===== config.mk =====
export PLATFORM = sky130hd
export DESIGN_NAME = tri_fetch
export DESIGN_NICKNAME = d
export VERILOG_FILES = /design/src/rtl/render_pkg.sv /design/src/rtl/tri_cull.sv /design/src/rtl/tri_fetch.sv
export SDC_FILE = /design/constraint.sdc
export NUM_CORES = 1
export LEC_CHECK = 0
export CORE_MARGIN = 2
export CORE_UTILIZATION = 30
export DETAILED_ROUTE_END_ITERATION = 10
export PLACE_DENSITY = 0.64
export RECOVER_POWER = 50
export SYNTH_ARGS = -nofsm -noshare
export SYNTH_HDL_FRONTEND = slang
export SYNTH_SLANG_ARGS = --single-unit

===== constraint.sdc =====
create_clock -name clk -period 3.16 [get_ports clk]
set_input_delay 0.79 -clock clk [delete_from_list [all_inputs] [get_ports clk]]
set_output_delay 0.79 -clock clk [all_outputs]
set_load 0.02 [all_outputs]

===== src/rtl/render_pkg.sv =====
// Shared types and constants for the render-cache triangle fetch path.
package render_pkg;

  localparam int TRI_COORD_W   = 32;
  localparam int WORDS_PER_TRI = 9;

  localparam int X0 = 0;
  localparam int Y0 = 1;
  localparam int Z0 = 2;
  localparam int X1 = 3;
  localparam int Y1 = 4;
  localparam int Z1 = 5;
  localparam int X2 = 6;
  localparam int Y2 = 7;
  localparam int Z2 = 8;

  typedef logic signed [TRI_COORD_W-1:0] coord_t;

  // Last member lands in the least significant bits, so x0 is word 0 of tri_data.
  typedef struct packed {
    coord_t z2;
    coord_t y2;
    coord_t x2;
    coord_t z1;
    coord_t y1;
    coord_t x1;
    coord_t z0;
    coord_t y0;
    coord_t x0;
  } tri_t;

  typedef enum logic [2:0] {
    IDLE,
    FETCH,
    DRAIN,
    OUT,
    FINISH
  } fetch_state_t;

endpackage


===== src/rtl/tri_cull.sv =====
// Back-face test on a screen-space triangle: the doubled signed area is formed at
// full precision and a non-positive area (clockwise or degenerate) flags a cull.
module tri_cull
  import render_pkg::*;
#(
  parameter int COORD_W = 32
) (
  input  logic signed [COORD_W-1:0] x0,
  input  logic signed [COORD_W-1:0] y0,
  input  logic signed [COORD_W-1:0] x1,
  input  logic signed [COORD_W-1:0] y1,
  input  logic signed [COORD_W-1:0] x2,
  input  logic signed [COORD_W-1:0] y2,
  output logic                      cull
);

  localparam int AW = 2 * COORD_W + 2;

  logic signed [AW-1:0] ex0, ey0, ex1, ey1, ex2, ey2;
  logic signed [AW-1:0] area;

  always_comb begin
    ex0  = x0;
    ey0  = y0;
    ex1  = x1;
    ey1  = y1;
    ex2  = x2;
    ey2  = y2;
    area = (ex1 - ex0) * (ey2 - ey0) - (ex2 - ex0) * (ey1 - ey0);
    cull = area[AW-1] || (area == '0);
  end

endmodule


===== src/rtl/tri_fetch.sv =====
// Render-cache triangle fetch: reads nine coordinate words per triangle and streams
// packed triangles to raster setup. Define TRI_FETCH_BACKFACE_CULL_EN to drop back faces.
module tri_fetch
  import render_pkg::*;
#(
  parameter int COORD_W = 32,
  parameter int ADDR_W  = 16,
  parameter int CNT_W   = 16
) (
  input  logic                           clk,
  input  logic                           rst,
  input  logic                           start,
  input  logic [ADDR_W-1:0]              base_addr,
  input  logic [CNT_W-1:0]               tri_count,
  output logic                           busy,
  output logic                           done,
  output logic                           mem_rd_en,
  output logic [ADDR_W-1:0]              mem_addr,
  input  logic [COORD_W-1:0]             mem_rd_data,
  output logic                           tri_valid,
  input  logic                           tri_ready,
  output logic [WORDS_PER_TRI*COORD_W-1:0] tri_data,
  output logic [CNT_W-1:0]               culled_count
);

  localparam int KW = 4;

  fetch_state_t        state_q, state_d;
  logic [ADDR_W-1:0]   addr_q, addr_d;
  logic [CNT_W-1:0]    count_q, count_d;
  logic [CNT_W-1:0]    idx_q, idx_d;
  logic [CNT_W-1:0]    culled_q, culled_d;
  logic [KW-1:0]       k_q, k_d;
  logic [KW-1:0]       rd_k_q, rd_k_d;
  logic                rd_vld_q, rd_vld_d;
  logic [COORD_W-1:0]  words_q [WORDS_PER_TRI];
  logic [COORD_W-1:0]  words_d [WORDS_PER_TRI];
  logic                cull;
  logic                last_tri;

`ifdef TRI_FETCH_BACKFACE_CULL_EN
  tri_cull #(.COORD_W(COORD_W)) u_cull (
    .x0   (words_q[X0]),
    .y0   (words_q[Y0]),
    .x1   (words_q[X1]),
    .y1   (words_q[Y1]),
    .x2   (words_q[X2]),
    .y2   (words_q[Y2]),
    .cull (cull)
  );
`else
  assign cull = 1'b0;
`endif

  // addr_q walks sequentially, so after the ninth read it already points at the next x0.
  always_comb begin
    state_d   = state_q;
    addr_d    = addr_q;
    count_d   = count_q;
    idx_d     = idx_q;
    culled_d  = culled_q;
    k_d       = k_q;
    rd_k_d    = rd_k_q;
    rd_vld_d  = 1'b0;
    words_d   = words_q;
    mem_rd_en = 1'b0;
    last_tri  = (idx_q + CNT_W'(1)) == count_q;

    if (rd_vld_q) words_d[rd_k_q] = mem_rd_data;

    unique case (state_q)
      IDLE: begin
        if (start) begin
          culled_d = '0;
          if (tri_count == '0) begin
            state_d = FINISH;
          end else begin
            count_d = tri_count;
            addr_d  = base_addr;
            idx_d   = '0;
            k_d     = '0;
            state_d = FETCH;
          end
        end
      end
      FETCH: begin
        mem_rd_en = 1'b1;
        rd_vld_d  = 1'b1;
        rd_k_d    = k_q;
        addr_d    = addr_q + ADDR_W'(1);
        if (k_q == KW'(WORDS_PER_TRI - 1)) state_d = DRAIN;
        else                                k_d     = k_q + KW'(1);
      end
      DRAIN: begin
        if (cull) begin
          if (culled_q != '1) culled_d = culled_q + CNT_W'(1);
          idx_d   = idx_q + CNT_W'(1);
          k_d     = '0;
          state_d = last_tri ? FINISH : FETCH;
        end else begin
          state_d = OUT;
        end
      end
      OUT: begin
        // The handshake cycle also issues read 0 of the next triangle to keep a 10-cycle cadence.
        if (tri_ready) begin
          idx_d = idx_q + CNT_W'(1);
          if (last_tri) begin
            state_d = FINISH;
          end else begin
            mem_rd_en = 1'b1;
            rd_vld_d  = 1'b1;
            rd_k_d    = '0;
            addr_d    = addr_q + ADDR_W'(1);
            k_d       = KW'(1);
            state_d   = FETCH;
          end
        end
      end
      FINISH:  state_d = IDLE;
      default: state_d = IDLE;
    endcase
  end

  always_ff @(posedge clk) begin
    if (rst) begin
      state_q  <= IDLE;
      addr_q   <= '0;
      count_q  <= '0;
      idx_q    <= '0;
      culled_q <= '0;
      k_q      <= '0;
      rd_k_q   <= '0;
      rd_vld_q <= 1'b0;
      words_q  <= '{default: '0};
    end else begin
      state_q  <= state_d;
      addr_q   <= addr_d;
      count_q  <= count_d;
      idx_q    <= idx_d;
      culled_q <= culled_d;
      k_q      <= k_d;
      rd_k_q   <= rd_k_d;
      rd_vld_q <= rd_vld_d;
      words_q  <= words_d;
    end
  end

  assign busy         = (state_q == FETCH) || (state_q == DRAIN) || (state_q == OUT);
  assign done         = (state_q == FINISH);
  assign tri_valid    = (state_q == OUT);
  assign mem_addr     = addr_q;
  assign culled_count = culled_q;

  always_comb begin
    tri_data = '0;
    for (int k = 0; k < WORDS_PER_TRI; k++) tri_data[k*COORD_W +: COORD_W] = words_q[k];
  end

endmodule


==> results.sh <==
export IMPL_synth_cell_types=62
export IMPL_portBuffers=375
export IMPL_die_h_um=218.0
export IMPL_grt_usage_pct=20.23
export IMPL_area_growth_pct=43.06
export IMPL_vias=13486
export IMPL_status="finished, violations left"
export IMPL_ios=392
export IMPL_slew_viol_final=66
export IMPL_rsz0062_at_grt="true"
export IMPL_drt_iter0_drc=1160
export IMPL_synth_avg_cell_area_um2=7.676
export IMPL_htree_levels=2
export IMPL_antenna_found_initial=0
export IMPL_worst_slew_pin_transition_ns=1.576
export IMPL_grt_pass1_vias=12531
export IMPL_yosys_warnings=0
export IMPL_core_area_um2=45280
export IMPL_pwr_share_comb_pct=7.8
export IMPL_grt_pass1_wl_um=74280
export IMPL_ff2ff_setup_slack_ns=0.35
export IMPL_skew_ns=0.01641
export IMPL_period_needed_ns=3.690
export IMPL_synth_yosys_seq_area_share_pct=50.73
export IMPL_clock_sinks=348
export IMPL_regToRegEndpoint="mem_addr[10]"
export IMPL_final_cell_area_um2=19650
export IMPL_relSlewSlack_pct=-5.357
export IMPL_violations="max-capacitance violations, max-slew violations, negative setup slack"
export IMPL_r2r_start="idx_q[0]"
export IMPL_seqPwrFrac_pct=46.4
export IMPL_critPathCaptureType="output port"
export IMPL_path_max_fanout=3
export IMPL_r2r_cells=11
export IMPL_place_congestion=0.8555
export IMPL_cts_buffer_depth=3
export IMPL_mostFrequentLayoutCell="nand2_1"
export IMPL_drc=0
export IMPL_p_int_w=0.007362
export IMPL_drt_first_pass_iters=5
export IMPL_hpwl_um=34060
export IMPL_power_w=0.009706
export IMPL_ir_drop_mv=0.2849
export IMPL_hold_viol=0
export IMPL_grt_max_degree=97
export IMPL_routed_wirelength_um=50120
export IMPL_multi_input_area_um2=6190
export IMPL_min_to="tri_data[222]"
export IMPL_final_cell_mix="nand2_1 (634), dfxtp_1 (342), a21oi_1 (327)"
export IMPL_viasPerCell=4.892
export IMPL_timing_fmax_mhz=271.0
export IMPL_cts_tree="built"
export IMPL_synthArstFlopShare_pct=0
export IMPL_swShare_pct=24.16
export IMPL_clockPowerShare_pct=45.8
export IMPL_cp_data_required_time_ns=2.37
export IMPL_dp_cells=2684
export IMPL_synth_ff_type="dfxtp_1"
export IMPL_tns_ns=-0.5299
export IMPL_dpl_instance_area_um2=18270
export IMPL_start_kind="register"
export IMPL_cts_buffers=40
export IMPL_period_share_pct=116.8
export IMPL_synth_area_um2=13730
export IMPL_p_leak_nw=6.913
export IMPL_root_buffer="clkbuf_16"
export IMPL_start_util_pct=30.33
export IMPL_hold_path_class="register to register"
export IMPL_synth_cells=1789
export IMPL_powerDensity_nw_per_um2=494.1
export IMPL_clk_latency_ns=0.55
export IMPL_detail_route_antenna_nets=0
export IMPL_die_w_um=218.0
export IMPL_rows=78
export IMPL_seqCellArea_um2=6974
export IMPL_arrival_ns=2.90
export IMPL_whs_path_depth=2
export IMPL_die_area_um2=47500
export IMPL_synth_edf_count=0
export IMPL_n_antenna_cell=0
export IMPL_setup_ws_ns=-0.5299
export IMPL_setup_viol=1
export IMPL_cap_viol_max_count=2
export IMPL_final_cells=2757
export IMPL_drive_gt1_share_pct=8.391
export IMPL_routedWlPerCell_um=18.18
export IMPL_switching_power_w=0.002345
export IMPL_fillerInstances=4508
export IMPL_clkTransAtPathRegs_ns=0.05
export IMPL_worstSetupPathType="register to output port"
export IMPL_synth_seq_cells=348
export IMPL_grt_overflow_total=0
export IMPL_fin_nets=2205
export IMPL_hold_buffers=0
export IMPL_dp_slack_ns=-0.6073
export IMPL_min_from="tri_data[222]"
## worst max-delay path by stage
| stage | end | from | slack, ns |
|---|---|---|---|
| 2_1_floorplan | mem_rd_en | idx_q[0] | 0.03 |
| 4_1_cts | mem_rd_en | idx_q[1] | -0.47 |
| 3_3_place_gp | mem_rd_en | idx_q[0] | -0.56 |
| 6_report | mem_rd_en | idx_q[0] | -0.53 |
| 5_1_grt | mem_rd_en | idx_q[0] | -0.64 |
| 3_5_place_dp | mem_rd_en | idx_q[0] | -0.61 |
## sequential cells by signal, summed over array words and instances (netlist names)
name and flops:
mem_addr 16, state_q 3, rd_k_q 4, idx_q 16, count_q 16, k_q 4
tri_data 288, rd_vld_q 1
## worst max-delay path, cell delays in order (launching register included)
cell,delay [ns]
dfxtp_2,0.34
ha_4,0.17
and3_4,0.18
and3_4,0.19
xnor2_4,0.13
nor4_4,0.35
nor4bb_4,0.40
buf_4,0.18
a21oi_4,0.05
or2_4,0.24
buf_6,0.13
## logic make-up (layout without fill, tap and decap cells)
| family | Yosys count | in the layout | share of synthesized area [%] |
|---|---|---|---|
| XOR/XNOR | 26 | 26 | 1.658 |
| flip-flops | 348 | 348 | 50.73 |
| multiplexers | 23 | 23 | 1.676 |
| adder cells (fa/ha/maj) | 4 | 4 | 0.3644 |
| other | 1 | 16 | 0.02731 |
| AO/OA/AOI/OAI | 395 | 395 | 15.84 |
| buffers and inverters | 190 | 543 | 5.840 |
| AND/OR/NAND/NOR | 802 | 802 | 23.86 |
## synth_stat cells, drive strengths merged (2+ instances only)
cell type | number | area [µm²]
a211o | 2 | 17.52
a211oi | 4 | 35.03
a21o | 4 | 30.03
a21oi | 329 | 1650
a22oi | 3 | 22.52
and2 | 4 | 25.02
and3 | 12 | 75.07
and3b | 3 | 26.28
buf | 28 | 192.7
clkbuf | 148 | 556.8
dfxtp | 348 | 6967
ha | 4 | 50.05
inv | 13 | 48.79
mux2i | 23 | 230.2
nand2 | 635 | 2384
nand2b | 3 | 18.77
nand3 | 29 | 145.1
nand3b | 6 | 45.04
nand4 | 8 | 56.30
nor2 | 57 | 214.0
nor2b | 2 | 12.51
nor3 | 14 | 70.07
nor3b | 3 | 22.52
nor4 | 13 | 81.33
o211a | 2 | 20.02
o211ai | 4 | 30.03
o21a | 3 | 22.52
o21ai | 16 | 95.10
o221a | 4 | 45.04
o22a | 2 | 17.52
o32ai | 12 | 105.1
o41ai | 3 | 26.28
or2 | 2 | 12.52
or3 | 5 | 31.28
or4 | 2 | 18.77
xnor2 | 16 | 140.1
xor2 | 10 | 87.58
## timing repair
action,CTS,global route
setup endpoints to repair,1,1
pin swaps,7,8
setup buffers,3,4
resized for setup,27,10
## power groups by stage
stage / registers (W) / logic (W) / clock network [W]
after floorplan: 0.00463 / 0.000373 / 0
after global placement: 0.00460 / 0.000739 / 0
after detailed placement: 0.00460 / 0.000748 / 0
after CTS: 0.00450 / 0.000763 / 0.00456
after global routing: 0.00451 / 0.000815 / 0.00476
final: 0.00450 / 0.000762 / 0.00444
## through the flow
stage                     util (%)  hold WS, ns
after detailed placement     40.34       0.4455
final                        43.39       0.4468
after global routing         43.39       0.4623
after global placement       40.34       0.4416
after CTS                    43.36       0.4527
after floorplan                  -       0.4578
## final cells by class
| class | count | area share (%) |
|---|---|---|
| well taps | 600 | 3.821 |
| repair buffers | 463 | 22.58 |
| clock buffers | 55 | 5.846 |
| flip-flops and latches | 348 | 35.50 |
| multi-input cells | 1266 | 31.51 |
| inverters | 14 | 0.2675 |
| clock inverters | 11 | 0.4776 |
## routing by layer
layer	share of wire [%]	vias up	GRT usage [%]
li1	-	6546	-
met1	41	6300	25.00
met2	48	532	34.05
met3	7.2	108	4.714
met4	3.7	0	7.732
met5	0	-	0
Power figures use the tool's default switching activity.
